File: src/rtl/conversion_sequencer.sv
// conversion_sequencer
// Dual-slope conversion controller: auto-zero, integrate, de-integrate,
// auto-ranging, 2^N sample averaging and a valid/ack result handshake.
//
// Ports:
//   clk_i, rst_i            clock, async active-low reset
//   start_i, mode_sel_i     start pulse (IDLE only); 00 single, 01 continuous, 1x hold
//   t_int_i, avg_log2_i     integrate length (0 -> 1), averaging exponent
//   autorange_en_i, range_i auto-range enable, initial/manual range
//   comp_i, sat_hi_i, sat_lo_i, ref_ok_i  sanitised AFE status
//   afe_sel_o, range_sel_o, afe_reset_o, ref_sign_o  AFE control
//   busy_o                  not IDLE
//   result_o, err_o, result_valid_o, overrun_o, result_ack_i  host side
module conversion_sequencer #(
    parameter int CNT_W        = 16,
    parameter int RANGES       = 5,
    parameter int RANGE_W      = 3,
    parameter int ZERO_CYC     = 64,
    parameter int AVG_MAX_LOG2 = 3
) (
    input  logic               clk_i,
    input  logic               rst_i,
    input  logic               start_i,
    input  logic [1:0]         mode_sel_i,
    input  logic [CNT_W-1:0]   t_int_i,
    input  logic [1:0]         avg_log2_i,
    input  logic               autorange_en_i,
    input  logic [RANGE_W-1:0] range_i,
    input  logic               comp_i,
    input  logic               sat_hi_i,
    input  logic               sat_lo_i,
    input  logic               ref_ok_i,
    output logic [1:0]         afe_sel_o,
    output logic [RANGE_W-1:0] range_sel_o,
    output logic               afe_reset_o,
    output logic               ref_sign_o,
    output logic               busy_o,
    output logic [CNT_W:0]     result_o,
    output logic [1:0]         err_o,
    output logic               result_valid_o,
    output logic               overrun_o,
    input  logic               result_ack_i
);

    localparam int ACC_W = CNT_W + 1 + AVG_MAX_LOG2;
    localparam int NS_W  = AVG_MAX_LOG2 + 1;
    localparam logic [CNT_W-1:0] ZERO_LAST = CNT_W'(ZERO_CYC - 1);
    localparam logic [CNT_W-1:0] CNT_MAX   = {CNT_W{1'b1}};

    localparam logic [1:0] ERR_OK    = 2'b00;
    localparam logic [1:0] ERR_OVER  = 2'b01;
    localparam logic [1:0] ERR_REF   = 2'b10;
    localparam logic [1:0] ERR_TMOUT = 2'b11;

    typedef enum logic [2:0] {
        S_IDLE, S_ZERO, S_INTEG, S_DEINT, S_ACCUM, S_DONE
    } state_t;

    state_t                    state_q, state_d;
    logic [CNT_W-1:0]          cnt_q, cnt_d;          // shared phase counter
    logic [CNT_W-1:0]          t_int_q, t_int_d;
    logic [1:0]                avg_q, avg_d;
    logic [RANGE_W-1:0]        range_q, range_d;
    logic                      uprange_q, uprange_d;
    logic                      pol_q, pol_d;
    logic signed [CNT_W:0]     sample_q, sample_d;
    logic [CNT_W-1:0]          count_q, count_d;      // magnitude kept for the underrange test
    logic signed [ACC_W-1:0]   acc_q, acc_d;
    logic [NS_W-1:0]           nsamp_q, nsamp_d;
    logic [1:0]                err_q, err_d;          // error pending for DONE
    logic [CNT_W:0]            result_q, result_d;
    logic [1:0]                err_out_q, err_out_d;
    logic                      valid_q, valid_d;
    logic                      overrun_q, overrun_d;

    logic [CNT_W-1:0]          deint_cnt;
    logic signed [CNT_W:0]     deint_mag;
    logic signed [ACC_W-1:0]   sample_ext;
    logic signed [ACC_W-1:0]   acc_shr;
    logic [NS_W-1:0]           nsamp_next;
    logic                      underrange;

    assign deint_cnt  = cnt_q + CNT_W'(1);
    assign deint_mag  = $signed({1'b0, deint_cnt});
    assign sample_ext = ACC_W'(sample_q);
    assign acc_shr    = acc_q >>> avg_q;
    assign nsamp_next = nsamp_q + NS_W'(1);
    // Only allowed to step down if this start never stepped up, so a signal
    // sitting near a range boundary cannot make the ranger oscillate.
    assign underrange = autorange_en_i && (range_q != '0) && !uprange_q &&
                        (count_q < (t_int_q >> 3));

    always_comb begin
        state_d   = state_q;
        cnt_d     = cnt_q;
        t_int_d   = t_int_q;
        avg_d     = avg_q;
        range_d   = range_q;
        uprange_d = uprange_q;
        pol_d     = pol_q;
        sample_d  = sample_q;
        count_d   = count_q;
        acc_d     = acc_q;
        nsamp_d   = nsamp_q;
        err_d     = err_q;
        result_d  = result_q;
        err_out_d = err_out_q;
        valid_d   = valid_q;
        overrun_d = overrun_q;

        if (result_ack_i) valid_d = 1'b0;

        case (state_q)
            S_IDLE: begin
                if (start_i && !mode_sel_i[1]) begin
                    t_int_d   = (t_int_i == '0) ? CNT_W'(1) : t_int_i;
                    avg_d     = (int'(avg_log2_i) > AVG_MAX_LOG2) ? 2'(AVG_MAX_LOG2) : avg_log2_i;
                    range_d   = (int'(range_i) >= RANGES) ? RANGE_W'(RANGES - 1) : range_i;
                    uprange_d = 1'b0;
                    acc_d     = '0;
                    nsamp_d   = '0;
                    err_d     = ERR_OK;
                    cnt_d     = '0;
                    state_d   = S_ZERO;
                end
            end
            S_ZERO: begin
                if (!ref_ok_i) begin
                    err_d   = ERR_REF;
                    state_d = S_DONE;
                end else if (cnt_q == ZERO_LAST) begin
                    cnt_d   = '0;
                    state_d = S_INTEG;
                end else begin
                    cnt_d = cnt_q + CNT_W'(1);
                end
            end
            S_INTEG: begin
                if (!ref_ok_i) begin
                    err_d   = ERR_REF;
                    state_d = S_DONE;
                end else if (sat_hi_i || sat_lo_i) begin
                    if (autorange_en_i && (int'(range_q) < RANGES - 1)) begin
                        range_d   = range_q + RANGE_W'(1);
                        uprange_d = 1'b1;
                        acc_d     = '0;
                        nsamp_d   = '0;
                        cnt_d     = '0;
                        state_d   = S_ZERO;
                    end else begin
                        err_d   = ERR_OVER;
                        state_d = S_DONE;
                    end
                end else if (cnt_q == t_int_q - CNT_W'(1)) begin
                    pol_d   = comp_i;
                    cnt_d   = '0;
                    state_d = S_DEINT;
                end else begin
                    cnt_d = cnt_q + CNT_W'(1);
                end
            end
            S_DEINT: begin
                // deint_cnt is the 1-based index of the current DEINT cycle
                if (!ref_ok_i) begin
                    err_d   = ERR_REF;
                    state_d = S_DONE;
                end else if (comp_i != pol_q) begin
                    count_d  = deint_cnt;
                    sample_d = pol_q ? deint_mag : -deint_mag;
                    state_d  = S_ACCUM;
                end else if (deint_cnt == CNT_MAX) begin
                    err_d   = ERR_TMOUT;
                    state_d = S_DONE;
                end else begin
                    cnt_d = deint_cnt;
                end
            end
            S_ACCUM: begin
                cnt_d = '0;
                if (!ref_ok_i) begin
                    err_d   = ERR_REF;
                    state_d = S_DONE;
                end else if (underrange) begin
                    range_d = range_q - RANGE_W'(1);
                    acc_d   = '0;
                    nsamp_d = '0;
                    state_d = S_ZERO;
                end else begin
                    acc_d   = acc_q + sample_ext;
                    nsamp_d = nsamp_next;
                    state_d = (nsamp_next == (NS_W'(1) << avg_q)) ? S_DONE : S_ZERO;
                end
            end
            S_DONE: begin
                result_d  = (err_q == ERR_OK) ? acc_shr[CNT_W:0] : '0;
                err_out_d = err_q;
                valid_d   = 1'b1;
                if (valid_q && !result_ack_i) overrun_d = 1'b1;
                err_d   = ERR_OK;
                acc_d   = '0;
                nsamp_d = '0;
                cnt_d   = '0;
                state_d = (mode_sel_i == 2'b01) ? S_ZERO : S_IDLE;
            end
            default: state_d = S_IDLE;
        endcase
    end

    always_ff @(posedge clk_i or negedge rst_i) begin
        if (!rst_i) begin
            state_q   <= S_IDLE;
            cnt_q     <= '0;
            t_int_q   <= '0;
            avg_q     <= '0;
            range_q   <= '0;
            uprange_q <= 1'b0;
            pol_q     <= 1'b0;
            sample_q  <= '0;
            count_q   <= '0;
            acc_q     <= '0;
            nsamp_q   <= '0;
            err_q     <= '0;
            result_q  <= '0;
            err_out_q <= '0;
            valid_q   <= 1'b0;
            overrun_q <= 1'b0;
        end else begin
            state_q   <= state_d;
            cnt_q     <= cnt_d;
            t_int_q   <= t_int_d;
            avg_q     <= avg_d;
            range_q   <= range_d;
            uprange_q <= uprange_d;
            pol_q     <= pol_d;
            sample_q  <= sample_d;
            count_q   <= count_d;
            acc_q     <= acc_d;
            nsamp_q   <= nsamp_d;
            err_q     <= err_d;
            result_q  <= result_d;
            err_out_q <= err_out_d;
            valid_q   <= valid_d;
            overrun_q <= overrun_d;
        end
    end

    always_comb begin
        afe_sel_o = 2'b00;
        if (state_q == S_INTEG) afe_sel_o = 2'b01;
        if (state_q == S_DEINT) afe_sel_o = 2'b10;
    end

    assign afe_reset_o    = (state_q == S_IDLE) || (state_q == S_ZERO);
    assign busy_o         = (state_q != S_IDLE);
    assign range_sel_o    = range_q;
    assign ref_sign_o     = pol_q;
    assign result_o       = result_q;
    assign err_o          = err_out_q;
    assign result_valid_o = valid_q;
    assign overrun_o      = overrun_q;

endmodule

File: config.mk
export PLATFORM = sky130hd
export DESIGN_NAME = conversion_sequencer
export DESIGN_NICKNAME = d
export VERILOG_FILES = /design/src/rtl/conversion_sequencer.sv
export SDC_FILE = /design/constraint.sdc
export NUM_CORES = 1
export LEC_CHECK = 0
export CAP_MARGIN = 20
export CELL_PAD_IN_SITES_DETAIL_PLACEMENT = 1
export CELL_PAD_IN_SITES_GLOBAL_PLACEMENT = 1
export CORE_ASPECT_RATIO = 2
export CORE_MARGIN = 4
export CORE_UTILIZATION = 43
export CTS_CLUSTER_SIZE = 30
export DETAILED_ROUTE_END_ITERATION = 10
export HOLD_SLACK_MARGIN = 0.1
export PLACE_DENSITY_LB_ADDON = 0.08
export SETUP_SLACK_MARGIN = 0.05
export SLEW_MARGIN = 25
export SYNTH_ARGS = -nofsm -noshare
export SYNTH_HDL_FRONTEND = slang
export SYNTH_SLANG_ARGS = --single-unit
File: constraint.sdc
create_clock -name clk_i -period 3.1 [get_ports clk_i]
set_input_delay 0.62 -clock clk_i [delete_from_list [all_inputs] [get_ports clk_i]]
set_output_delay 0.62 -clock clk_i [all_outputs]
set_load 0.1 [all_outputs]
## After elaboration in Yosys (flattened, before gate mapping)

Cells that the tools add are included.

- Register bits: 122
- Output and inout port bits: 29
- Word-level logic and storage cells: 162

- Add/sub/neg operators: 7
- $lt $le $gt $ge: 3
- Eq/ne operators: 30
- Shifts and indexed selects: 2
- Multiplexer cells: 69
- Bitwise logic cells: 1
- Reductions and logical operators: 34

Operators by type and width:

| operator | number |
|---|---|
| 16-bit two-way mux | 11 |
| 20-bit two-way mux | 6 |
| 16-bit case mux with 5 select lines | 1 |
| 20-bit case mux with 4 select lines | 1 |
| 3-bit two-way mux | 20 |
| 17-bit two-way mux | 2 |
| 4-bit two-way mux | 6 |
| 2-bit != test (second input constant) | 11 |
| 20-bit by 17-bit adder with 20-bit output | 1 |
| 20-bit by 2-bit >>> shifter with 17-bit output | 1 |
| 2-bit two-way mux | 9 |
| 3-bit != test (second input constant) | 6 |
| 3-bit case mux with 6 select lines | 1 |
| 16-bit negator with 17-bit output | 1 |
| 16-bit by 1-bit adder with 16-bit output (second input constant) | 1 |
| 16-bit == test | 1 |
| 16-bit == test (second input constant) | 1 |
| 16-bit by 6-bit == test with 1-bit output (second input constant) | 1 |
| 16-bit logical NOT | 1 |
| 16-bit by 13-bit less-than comparator with 1-bit output | 1 |
| 4-bit case mux with 4 select lines | 1 |
| 16-bit by 1-bit subtractor with 16-bit output (second input constant) | 1 |
| 7-bit AND reduction | 2 |
| 2-bit case mux with 5 select lines | 1 |
| 33 further kinds | 58 |

## Longest topological paths before layout

Gate-level depths: netlist of run 1.

- Depth in word-level cells: 7
- Gate-level depth with buffers: 11
- Mapped depth without buffers: 10

## Worst setup path after synthesis of run 1

OpenSTA, ideal clock, no wires.

- Path kind: flip-flop to flip-flop
- Start: register cnt_q[1]
- End: register err_q[0]
- Arrival time: 2,679 ps
- Slack: 297 ps
- Cell stages (with the launch flop): 9
- Buffers on the path: 0
- Period minus slack after synthesis: 2,803 ps
- Path through: dfrtp_1 > ha_1 > nand4_4 > nor4_4 > xnor2_1 > a211o_1 > or4b_4 > a21oi_1 > mux2_2

- Cells in the longest elaborated chain, start to end: 4

Ends and longest elaborated chain:

| element | line | source |
|---|---|---|
| start, declared | 60 | `logic [CNT_W-1:0] cnt_q, cnt_d;` |
| start signal, assigned | 229 | `cnt_q <= cnt_d;` |
| 16-bit by 1-bit adder with 16-bit output | 83 | `assign deint_cnt = cnt_q + CNT_W'(1);` |
| 16-bit == test | 171 | `end else if (deint_cnt == CNT_MAX) begin` |
| 3-bit != test (no source line) | - |  |
| 7-bit AND reduction (no source line) | - |  |
| end signal, assigned | 239 | `err_q <= err_d;` |
| end, declared | 70 | `logic [1:0] err_q, err_d;` |

Every way passes these cells.
A chain may end at the register's enable or synchronous reset.

## Worst setup path in the final report of run 1

- Start: register sample_q[0]
- End: register acc_q[18]

- Cells in the longest elaborated chain, start to end: 4

Ends and longest elaborated chain:

| element | line | source |
|---|---|---|
| start, declared | 66 | `logic signed [CNT_W:0] sample_q, sample_d;` |
| start signal, assigned | 235 | `sample_q <= sample_d;` |
| 20-bit by 17-bit adder with 20-bit output | 189 | `acc_d = acc_q + sample_ext;` |
| 20-bit two-way mux | 183 | `end else if (underrange) begin` |
| 20-bit two-way mux | 180 | `if (!ref_ok_i) begin` |
| 20-bit case mux with 4 select lines | 113 | `case (state_q)` |
| end signal, assigned | 220 | `acc_q <= '0;` |
| end signal, assigned | 237 | `acc_q <= acc_d;` |
| end, declared | 68 | `logic signed [ACC_W-1:0] acc_q, acc_d;` |

Every way passes these cells. The select of a mux whose other input is x is not followed.

==> flow_metrics.tcl, run 1 <==
set metrics [dict create \
    status "finished, final reports clean" \
    synth-edff-count 0 \
    portBuffers 60 \
    grt_pass1_wl_microns 41500 \
    rows 71 \
    tns_ns 0 \
    yosysUniqueCellTypes 75 \
    grt_max_degree 59 \
    post-route-util 0.530 \
    final_cell_mix "dfrtp_1, nand2_1, buf_4, nor2_1, o21ai_0" \
    cp.required_ns 3.43 \
    ys.warnings.count 0 \
    num_vias 7256 \
    synth_area_per_cell_sq_um 9.47 \
    hp-class "in2async" \
    async_flop_share 1.00 \
    dp.cells 1195 \
    hpwl_microns 20700 \
    synth_compound_area_frac 0.183 \
    ys_seq_area_frac 0.370 \
    synth-simple-area-share 0.194 \
    synth_top_family_by_area "simple AND/OR/NAND/NOR gates" \
    antenna_cells 0 \
    seq_power_share 0.282 \
    nets 1029 \
    clock_path_buffers 2 \
    clock.fmax_ghz 0.340 \
    synth_mux_area_frac 0.0857 \
    final_common_cell "dfrtp_1" \
    drtIter0Drc 240 \
    clock_latency_ns 0.43 \
    rsz0062_at_grt "false" \
    p_clk_frac 0.215 \
    cts_made_buffers 17 \
    grt_antenna_before_repair 0 \
    arrival_ns 3.27 \
    drive_gt1_frac 0.187 \
    maxSlewHeadroom 0.424 \
    numClockSinks 122 \
    power.switching_mw 4.45 \
    grt.total_usage 0.249 \
    mappedNetlistNets 940 \
    place_congestion 0.898 \
    wl_per_cell_microns 21.2 \
    p_leak_nw 4.42 \
    switching_share 0.455 \
    fin_cells 1228 \
    crit_fanout 3 \
    synthXorXnorAreaFrac 0.0646 \
    cts_tree "done" \
    dieArea_sq_um 21600 \
    power_density_nw_per_um2 980 \
    drt_drc_violations_left 0 \
    viasPerCell 5.91 \
    p_int_mw 5.33 \
    finalMaxSlewViolations 0 \
    holdWs_ns 0.272 \
    synth_seq_cells 122 \
    cts_root_buf "clkbuf_16" \
    finalPower_mw 9.78 \
    cp-start-kind "flop" \
    synthFlopType "dfrtp_1" \
    ant_nets 0 \
    critPathCaptureType "flop" \
    first_pass_iters 4 \
    path_class "reg2reg" \
    syn_area_sq_um 8250 \
    die_w_microns 106 \
    ioPinCount 61 \
    wirelength_microns 26000 \
    finalHoldViolations 0 \
    worst_pin_slew_ns 0.863 \
    synthToLayoutAreaGrowth_pct 21.0 \
    vdd_ir_drop_max_uv 541 \
    cap_violations 0 \
    p_comb_frac 0.503 \
    min_period_ns 2.94 \
    synthAdderAreaFrac 0.0580 \
    core_sq_um 18800 \
    start_util 0.438 \
    cts_htree_levels 4 \
    path_clk_slew_ns 0.06 \
    post-route-period-util 0.948 \
    grt_overflow 0 \
    netlist_instances 871 \
    die_h_microns 204 \
    finalSetupViolCount 0 \
    skew_ns 0.00564 \
    grt_pass1_vias 8022 \
]
cells by family after synthesis:
group,Yosys count
xor gates and xnor gates,60
DFF,122
AOI/OAI and AO/OA,220
and+or+nand+nor,303
muxes,46
adders and majority gates,37
buffers and inverters,83
per-stage QoR:
| stage | worst slack [ns] | instance area, sq um |
|---|---|---|
| after floorplan | 0.297 | 8250 |
| after global placement | 0.0362 | 9340 |
| after detailed placement | -0.107 | 9350 |
| after CTS | 0.0754 | 9960 |
| after global routing | 0.0630 | 9980 |
| final | 0.162 | 9980 |
power by group through the flow:
stage	sequential [mW]	combinational, mW	clock, mW
floorplan	3.13	3.09	0
global placement	2.75	4.70	0
detailed placement	2.79	4.91	0
CTS	2.77	4.95	2.14
global route	2.84	5.36	2.20
finish	2.76	4.92	2.11
what timing repair did:
item | CTS | global route
hold buffers | 0 | 0
buffers inserted | 0 | 1
endpoints found under the hold margin | 0 | 0
setup endpoints to repair | 0 | 8
resized for setup | 0 | 5
flip-flops by register name, indices dropped and copies added (netlist names):
| register | count |
|---|---|
| acc_q | 20 |
| result_o | 17 |
| sample_q | 17 |
| cnt_q | 16 |
| count_q | 16 |
| t_int_q | 16 |
| nsamp_q | 4 |
| range_sel_o | 3 |
| state_q | 3 |
| avg_q | 2 |
| err_o | 2 |
| err_q | 2 |
| overrun_o | 1 |
| ref_sign_o | 1 |
| result_valid_o | 1 |
| uprange_q | 1 |
area by class of cell:
class | count | area [sq um]
inverters | 38 | 143
clock inverters | 13 | 176
multi-input cells | 666 | 4860
well taps | 255 | 319
flip-flops and latches | 122 | 3050
repair buffers | 115 | 988
fillers | 2180 | 8860
clock buffers | 19 | 433
metal layers:
layer	routed length, microns	track usage
met1	8530	0.218
met2	15300	0.507
met3	579	0.0392
met4	1580	0.151
met5	0	0
synthesized netlist by cell type (4+ instances only):
master | instances | area, sq um
a31oi_1 | 12 | 75.1
and3_1 | 5 | 31.3
nand2b_1 | 8 | 50.1
buf_4 | 5 | 37.5
mux4_2 | 17 | 383
mux2i_1 | 5 | 50.1
nor2b_1 | 13 | 81.3
a21o_1 | 20 | 150
mux2_2 | 23 | 259
nand3_1 | 23 | 115
xnor2_1 | 36 | 315
o22ai_1 | 4 | 25.0
nor4b_1 | 4 | 35.0
clkbuf_1 | 28 | 105
a22oi_1 | 4 | 30.0
and2_1 | 11 | 68.8
o211ai_1 | 5 | 37.5
nor4_1 | 12 | 75.1
ha_1 | 35 | 438
o31ai_1 | 32 | 240
nor3_1 | 17 | 85.1
nand2_1 | 106 | 398
or2_2 | 4 | 25.0
o21ai_0 | 42 | 210
a22o_1 | 21 | 184
and4_1 | 7 | 61.3
nand4_1 | 11 | 68.8
buf_2 | 8 | 40.0
o311ai_0 | 5 | 43.8
a21oi_1 | 41 | 205
xor2_1 | 23 | 201
inv_1 | 37 | 139
a211oi_1 | 6 | 45.0
nor2_1 | 53 | 199
dfrtp_1 | 122 | 3050
worst paths after layout:
kind	startpoint	endpoint	slack, ns	cells past startpoint
worst max register to register	sample_q[0]	acc_q[18]	0.16	10
worst min register to register	count_q[0]	count_q[0]	0.49	2
max in group asynchronous	rst_i	t_int_q[1]	2.02	2
worst min-delay path	rst_i	cnt_q[4]	0.27	1
min in group clk_i	count_q[0]	count_q[0]	0.49	2
worst max-delay path	sample_q[0]	acc_q[18]	0.16	10
critical path, stage by stage, from the launching register on:
cell and delay [ns]:
dfrtp_1 0.40, ha_1 0.24, fa_1 0.41, a21o_1 0.18, a21o_1 0.21, a2111o_1 0.44
nor4bb_1 0.21, o21ai_0 0.29, nand2_1 0.11, xnor2_1 0.15, o31ai_1 0.21
Power figures use the tool's default switching activity.
==> run 2, diff against run 1 <==
--- a/config.mk
+++ b/config.mk
@@ -9,8 +9,9 @@
 export CELL_PAD_IN_SITES_DETAIL_PLACEMENT = 1
 export CELL_PAD_IN_SITES_GLOBAL_PLACEMENT = 1
 export CORE_ASPECT_RATIO = 2
-export CORE_MARGIN = 4
+export CORE_MARGIN = 10
 export CORE_UTILIZATION = 43
+export CTS_CLUSTER_DIAMETER = 50
 export CTS_CLUSTER_SIZE = 30
 export DETAILED_ROUTE_END_ITERATION = 10
 export HOLD_SLACK_MARGIN = 0.1
==> flow_metrics.tcl, run 2 (synthesized netlist as in run 1, its figures left out) <==
set metrics [dict create \
    vdd_ir_drop_max_uv 567 \
    rr_endpoint "err_q[0]" \
    min_path_cells 1 \
    die_w_microns 118 \
    portBuffers 60 \
    cp_cell_sequence "buf_4 -> inv_1 -> ha_1 -> nand4_1 -> or4_4 -> or4b_4 -> a21oi_1 -> mux2_2" \
    final_cell_mix "dfrtp_1, nand2_1, buf_4, nor2_1" \
    critPathCaptureType "flop" \
    p_leak_nw 4.40 \
    viasPerCell 5.91 \
    ant_nets 0 \
    cp-start-kind "flop" \
    place_congestion 0.928 \
    hp-class "reg2reg" \
    finalHoldViolations 0 \
    path_class "reg2reg" \
    tns_ns 0 \
    grt.total_usage 0.222 \
    skew_ns 0.0106 \
    layout_setup_ws_ns 0.182 \
    post-route-period-util 0.941 \
    path_clk_slew_ns 0.06 \
    worstRegToRegCells 8 \
    reg2reg_slack_ns 0.18 \
    finalPower_mw 9.78 \
    largest_reg_flops 20 \
    crit_fanout 8 \
    clock.fmax_ghz 0.343 \
    maxSlewHeadroom 0.380 \
    start_util 0.438 \
    grt_overflow 0 \
    design_area_sq_um 9970 \
    arrival_ns 3.24 \
    synthToLayoutAreaGrowth_pct 20.9 \
    clock_path_buffers 2 \
    grt_pass1_vias 8217 \
    min_to "overrun_o" \
    first_pass_iters 5 \
    ioPinCount 61 \
    post-route-util 0.529 \
    final_common_cell "dfrtp_1" \
    status "finished, final reports clean" \
    drtIter0Drc 304 \
    cp.required_ns 3.42 \
    core_sq_um 18800 \
    drt_drc_violations_left 0 \
    wl_per_cell_microns 22.3 \
    cap_violations 0 \
    pre_cts_ws_ns -0.0697 \
    drive_gt1_frac 0.191 \
    grt_pass1_wl_microns 44600 \
    num_vias 7263 \
    crit_start "cnt_q[0]" \
    cts_tree "done" \
    min_period_ns 2.92 \
    grt_antenna_before_repair 0 \
    dpl-instance-area_sq_um 9330 \
    antenna_cells 0 \
    hpwl_microns 21600 \
    wirelength_microns 27400 \
    worst_pin_slew_ns 0.930 \
    nets 1029 \
    reg2reg_from "cnt_q[0]" \
    rows 71 \
    clock_latency_ns 0.45 \
    cts_made_buffers 17 \
    finalSetupViolCount 0 \
    cts_htree_levels 4 \
    die_h_microns 216 \
    grt_max_degree 69 \
    power_density_nw_per_um2 982 \
    cp_slowest_cell "or4b_4" \
    finalMaxSlewViolations 0 \
    dieArea_sq_um 25400 \
    largest_register "acc_q" \
    cts_root_buf "clkbuf_16" \
    rsz0062_at_grt "false" \
    numClockSinks 122 \
    hp-start "overrun_o" \
    cpPeakStageDelay_ns 0.57 \
]
==> run 2: what timing repair did <==
action | in CTS | in global routing
hold buffers | 1 | 0
hold endpoints to repair | 17 | 0
pin swaps | 0 | 2
buffers inserted | 0 | 0
endpoints found under the setup margin | 2 | 11
resized for setup | 1 | 7
==> run 2: power breakdown <==
| part | internal [mW] | switching, mW | leakage [nW] |
|---|---|---|---|
| sequential | 2.12 | 0.672 | 1.59 |
| clock | 1.30 | 0.782 | 0.284 |
| combinational | 1.87 | 3.05 | 2.53 |
| total | 5.28 | 4.50 | 4.40 |
==> run 2: cell type report <==
type                       count  area (sq um)
clock buffer                  20           457
clock inverter                12           148
fill                        2180          8870
inverter                      38           143
multi-input combinational    666          4870
sequential                   122          3060
tap                          255           319
timing repair buffer         115           978
==> run 2: critical path: cells and delay by family (launching register included) <==
kind                     cells  cell delay, ns
AND/OR/NAND/NOR              3            1.22
AO/OA/AOI/OAI                1            0.27
flip-flops                   1            0.47
adder cells (fa/ha/maj)      1            0.17
buffers and inverters        2            0.28
multiplexers                 1            0.37
==> run 2: per-layer routing <==
| layer | up-vias | part of all wire | GRT usage |
|---|---|---|---|
| li1 | 3370 | - | - |
| met1 | 3687 | 0.33 | 0.187 |
| met2 | 139 | 0.60 | 0.456 |
| met3 | 67 | 0.024 | 0.0413 |
| met4 | 0 | 0.046 | 0.128 |
| met5 | - | 0 | 0 |
==> run 2: how the worst max path moves through the flow <==
stage / endpoint / slack, ns / depth (start not counted)
final: err_q[0] / 0.18 / 8
after global routing: err_q[0] / 0.06 / 8
after detailed placement: range_sel_o[2] / -0.07 / 9
after CTS: err_q[0] / 0.06 / 8
after floorplan: err_q[0] / 0.30 / 8
after global placement: range_sel_o[2] / 0.03 / 9
==> run 2: through the flow <==
stage          instances  hold slack, ns
3_3_place_gp        1195           0.459
5_1_grt             1228           0.492
4_1_cts             1228           0.483
3_5_place_dp        1195           0.467
6_report            1228           0.480
2_1_floorplan        871           0.324
==> variant 1: new RTL, config.mk and constraints of run 2 <==
Change the parameter `RANGE_W` from 3 to 6.
--- a/src/rtl/conversion_sequencer.sv
+++ b/src/rtl/conversion_sequencer.sv
@@ -15,5 +15,5 @@
     parameter int CNT_W        = 16,
     parameter int RANGES       = 5,
-    parameter int RANGE_W      = 3,
+    parameter int RANGE_W      = 6,
     parameter int ZERO_CYC     = 64,
     parameter int AVG_MAX_LOG2 = 3
Ports: changed (resized range_i and range_sel_o); port bits go from 61 to 67. The function was not compared with the original's and may differ.
==> variant 1 against run 2 <==
Synthesized area is 5.4% higher. Global-route usage is 0.33 points higher. Largest cell class unchanged. Setup slack worse by 0.018 ns. Critical path type unchanged. Wire length is 8.3% higher. Power is 3.4% lower. Via count is 7.1% higher. Largest power group unchanged. Critical endpoint is now state_q[0]$_DFFE_PN0P_. Sequential share of layout area is 0.84 points lower. First-iteration DRC count is 6.9% higher. Cell area is 5.3% higher. Sequential cell count is 3 higher.
==> variant 1: results (changes against run 2) <==
[outcome]
status=complete, no violations  ; unchanged

[setup_path]
crit_fanout=8  ; unchanged
slowest_delay_ns=0.51  ; was 0.57 ns
reg2reg_slack_ns=0.16  ; was 0.18 ns
crit_arrival_ns=3.25  ; was 3.24 ns
cp_slowest_cell=or4_1  ; was or4b_4

[global_route]
antenna_found_initial=0  ; unchanged
grt_max_degree=54  ; was 69
grt_pass1_vias=8665  ; was 8217
grt_pass1_wl_mm=47.1  ; was 44.6 mm
track_usage_pct=22.5  ; was 22.2%

[detailed_routing]
via_per_inst=6.00  ; was 5.91
dr.first_iter.drc_count=325  ; was 304
dr.pass1.iters=4  ; was 5
routedWlPerCell_um=22.9  ; was 22.3 µm
remaining_drc_errors=0  ; unchanged
via_count=7779  ; was 7263

[placement]
gp_congestion=0.954  ; was 0.928
placed_area_mm2=0.00985  ; was 0.00933 mm²
io_buffers=66  ; was 60
dp_hpwl_mm=23.4  ; was 21.6 mm
placedCellCount=1260  ; was 1195

[logic_synthesis]
synth.yosys.warnings=0  ; unchanged
synthFlopType=dfrtp_1  ; unchanged
yosysSeqAreaShare_pct=36.0  ; was 37.0%
async_flop_share_pct=100  ; unchanged
synth_area_leaders=dfrtp_1, ha_1, mux4_2  ; was dfrtp_1, ha_1, nand2_1
netlist_instances=932  ; was 871
yosysUniqueCellTypes=83  ; was 75
synth_fp_nets=1008  ; was 940
yosys-top-cells-count=dfrtp_1, nand2_1, o21ai_0, clkbuf_1  ; was dfrtp_1, nand2_1, nor2_1, o21ai_0, a21oi_1

[clocking]
root_buffer=clkbuf_16  ; unchanged
cts_buffers=17  ; unchanged
clockBufferDepth=2  ; unchanged
clock_latency_ns=0.44
cts_max_level=4  ; unchanged
cts.clk_slew.worst_paths_ns=0.05

[layout]
finalNetCount=1102  ; was 1029
largest_reg_flops=20  ; unchanged
antenna_cells=0  ; unchanged
final_layout_size_suffix_gt1_share_pct=20.5  ; was 19.1%
regMostFlops=acc_q  ; unchanged

[worst_hold_path]
hold_path.class=primary input to asynchronous set/reset pin  ; was flip-flop to flip-flop

[sta]
skew_ns=0.00916  ; was 0.0106 ns
slew_headroom_pct=42.0  ; was 38.0%

[power_and_ir_drop]
p_leak_uw=0.00461  ; was 0.00440 µW
ir_worst_vdd_v=0.000565  ; was 0.000567 V

==> variant 1: changes by cell type in the layout (fill, tap and decap cells not counted), moves of 9 or more <==
cell / run 2 / this run
a21o_1: 20 / 11
buf_4: 81 / 105
o21ai_0: 41 / 68
nor3_1: 14 / 25
nand2_1: 106 / 90
o21ai_2: 0 / 10
o31ai_1: 31 / 12
==> variant 1: logic make-up (layout without fill, tap and decap cells) <==
group / Yosys count / in the layout / share of synthesized area (%)
AO/OA/AOI/OAI: 252 / 252 / 20.0
XOR/XNOR: 66 / 66 / 6.65
adder cells (fa/ha/maj): 41 / 41 / 6.08
buffers and inverters: 99 / 202 / 4.82
flip-flops: 125 / 125 / 36.0
multiplexers: 45 / 45 / 7.99
AND/OR/NAND/NOR: 304 / 304 / 18.5
==> variant 1: per-stage QoR <==
stage	hold slack, ns	utilization (%)	worst slack, ns
4_1_cts	0.231	52.2	0.0626
6_report	0.209	52.7	0.163
5_1_grt	0.254	52.7	0.0584
3_5_place_dp	0.481	49.5	0.0207
3_3_place_gp	0.465	49.5	0.140
2_1_floorplan	0.324	-	0.236
==> variant 1: area by class of cell <==
class | count | area [µm²]
timing repair buffer | 142 | 1200
multi-input combinational | 708 | 5190
clock buffer | 27 | 523
sequential | 125 | 3130
inverter | 32 | 120
fill | 2323 | 9420
tap | 262 | 328
clock inverter | 1 | 5.00
==> variant 1: what timing repair did <==
action	4_1_cts	5_1_grt
hold endpoints to repair	0	0
pin swaps	1	3
buffers inserted	0	9
endpoints found under the setup margin	5	22
resized for setup	1	9
==> variant 1: power breakdown <==
group	switching, µW	internal [µW]
logic	3060	1890
clock network	701	1130
registers	576	2100
total	4330	5110
==> variant 1: worst max-delay path, delay by kind of cell (launching register included) <==
family | cells | cell delay [ns]
mux | 1 | 0.36
simple gates | 3 | 1.10
buf+inv | 1 | 0.18
compound gates | 3 | 0.77
flops | 1 | 0.40
==> variant 1: routing by layer <==
layer  wire length (µm)  vias up  GRT usage [%]
li1                   -     3608              -
met1               9980     3973           20.9
met2              17400      129           43.9
met3                797       69           3.24
met4               1500        0           13.3
met5                  0        -              0
==> variant 1: final timing paths <==
path,from,to,cells past startpoint
max,t_int_q[4]$_DFFE_PN0P_,state_q[0]$_DFFE_PN0P_,8
min,rst_i,range_sel_o[0]$_DFFE_PN0P_,1
max reg2reg,t_int_q[4]$_DFFE_PN0P_,state_q[0]$_DFFE_PN0P_,8
min reg2reg,sample_q[12]$_DFFE_PN0P_,sample_q[12]$_DFFE_PN0P_,2
max in group asynchronous,rst_i,ref_sign_o$_DFFE_PN0P_,2
min in group clk_i,sample_q[12]$_DFFE_PN0P_,sample_q[12]$_DFFE_PN0P_,2
==> variant 2: new RTL, flow settings as in run 2 <==
Made on the original files. Reset style: synchronous (`rst_i`), changed in one clocked block. Comments in the files are not updated.
--- a/src/rtl/conversion_sequencer.sv
+++ b/src/rtl/conversion_sequencer.sv
@@ -207,5 +207,5 @@
     end
 
-    always_ff @(posedge clk_i or negedge rst_i) begin
+    always_ff @(posedge clk_i) begin
         if (!rst_i) begin
             state_q   <= S_IDLE;
Formal check against the unedited RTL: differs if rst_i is asserted again (counterexample within 4 cycles, from zero or initial values and one cycle with rst_i low); with rst_i held inactive, the same outputs for 10 cycles.
==> variant 2 against run 2 <==
Setup slack gained 0.073 ns. Cell count grew 4.5%. Wire length shrank 1.4%. Critical path depth grew 3. Cell area shrank 3.9%. Synthesized area shrank 2.9%. Sequential cell count is the same. Core utilization shrank 0.58 points. Count of clock-buffer cells in the layout grew 1.
Power is not compared: it rests on default switching activity, and its combinational part moved more than twofold at a synthesized area within 25%.
==> variant 2: results (changes against run 2) <==
[outcome]
status=complete, no violations  ; unchanged

[logic_synthesis]
ys_seq_elements=122  ; unchanged
async_flop_share_pct=0  ; was 100%
yosys-top-cells-count=dfxtp_1, nand2_1, nor2_1, a21oi_1, nand3_1  ; was dfrtp_1, nand2_1, nor2_1, o21ai_0, a21oi_1
synth_area_leaders=dfxtp_1, ha_1, nand2_1  ; was dfrtp_1, ha_1, nand2_1
yosysUniqueCellTypes=76  ; was 75
netlist_instances=986  ; was 871
yosysSeqAreaShare_pct=30.5  ; was 37.0%
synth_fp_nets=1055  ; was 940
synthFlopType=dfxtp_1  ; was dfrtp_1
yosysTopAreaCellShare_pct=30.5  ; was 37.0%

[power_and_ir_drop]
switching_power_uw=1380
ir_worst_vdd_v=0.000289

[global_route]
track_usage_pct=22.3  ; was 22.2%
grt_pass1_wl_mm=42.9  ; was 44.6 mm
grt_max_degree=38  ; was 69
grt_pass1_vias=7949  ; was 8217

[layout]
n_all_buffers=117  ; was 115
signal_buffer_area_fraction_pct=10.5  ; was 9.82%
inverters_excl_clock=37  ; was 38
fillers=2234  ; was 2180
antenna_cells=0  ; unchanged
multiInputCombCellCount=759  ; was 666
final_layout_size_suffix_gt1_share_pct=16.2  ; was 19.1%
clkCellAreaFrac_pct=6.41  ; was 6.06%
largest_reg_flops=20  ; unchanged
clkbuf_count=21  ; was 20
syn_to_final_growth_pct=19.7  ; was 20.9%
register_area_mm2=0.00244  ; was 0.00306 mm²
multi_input_area_share_pct=53.3  ; was 48.8%

[placement]
post-place-ws_ns=0.130  ; was -0.0697 ns
dp_hpwl_mm=21.2  ; was 21.6 mm
placedCellCount=1251  ; was 1195
placed_area_mm2=0.00896  ; was 0.00933 mm²
gp_congestion=0.932  ; was 0.928

[clocking]
clockBufferDepth=2  ; unchanged
clock_latency_ns=0.43  ; was 0.45 ns
cts.clk_slew.worst_paths_ns=0.06  ; about the same
cts_max_level=4  ; unchanged
cts_resized=0  ; was 1

[detailed_routing]
routedWlPerCell_um=21.1  ; was 22.3 µm
via_per_inst=5.95  ; was 5.91
dr.pass1.iters=5  ; unchanged
via_count=7636  ; was 7263
dr.first_iter.drc_count=264  ; was 304

[sta]
skew_ns=0.0102  ; was 0.0106 ns
slew_headroom_pct=59.9  ; was 38.0%

[setup_path]
crit_arrival_ns=3.14  ; was 3.24 ns
crit_fanout=16  ; was 8
worst-r2r-cell-count=11  ; was 8

[floorplan]
die_w_um=116  ; was 118 µm

[worst_hold_path]
min_path_cells=2  ; was 1

variant 2: cell count changes in the layout (fill, tap and decap cells not counted), moves of 20 or more:
cell	delta
a21oi_1	+40
dfxtp_1	+120
dfrtp_1	-120
a22o_1	-20
nor2_1	+31
o31ai_1	-27
mux2_2	-22
nand3_1	+25
variant 2: worst max-delay path: stages, from the launching register on:
cell and delay, ns:
dfxtp_2 0.46, ha_1 0.23, buf_4 0.22, nand4_1 0.18, buf_4 0.21, nor2_1 0.18
nand4_1 0.19, o21a_1 0.21, o21ai_0 0.19, a41o_2 0.18, nand2b_4 0.30, o21ai_0 0.14
variant 2: routing by layer:
| metal | track usage, % | wire length [µm] |
|---|---|---|
| met5 | 0 | 0 |
| met4 | 13.6 | 1460 |
| met3 | 2.87 | 543 |
| met2 | 43.8 | 15600 |
| met1 | 20.6 | 9480 |
variant 2: cell families (layout without fill, tap and decap cells):
kind of cell	Yosys count	in the layout	synth area share, %
adder cells (fa/ha/maj)	37	37	5.97
AO/OA/AOI/OAI	268	268	22.5
buffers and inverters	105	186	5.85
XOR/XNOR	56	56	6.13
flip-flops	122	122	30.5
AND/OR/NAND/NOR	369	369	22.8
multiplexers	29	29	6.30
variant 2: worst paths after layout:
kind	startpoint	end	slack (ns)
max	cnt_q[1]$_SDFFE_PN0P_	cnt_q[4]$_SDFFE_PN0P_	0.25
min	err_o[0]$_SDFFE_PN0P_	err_o[0]$_SDFFE_PN0P_	0.46
max reg2reg	cnt_q[1]$_SDFFE_PN0P_	cnt_q[4]$_SDFFE_PN0P_	0.25
min reg2reg	err_o[0]$_SDFFE_PN0P_	err_o[0]$_SDFFE_PN0P_	0.46
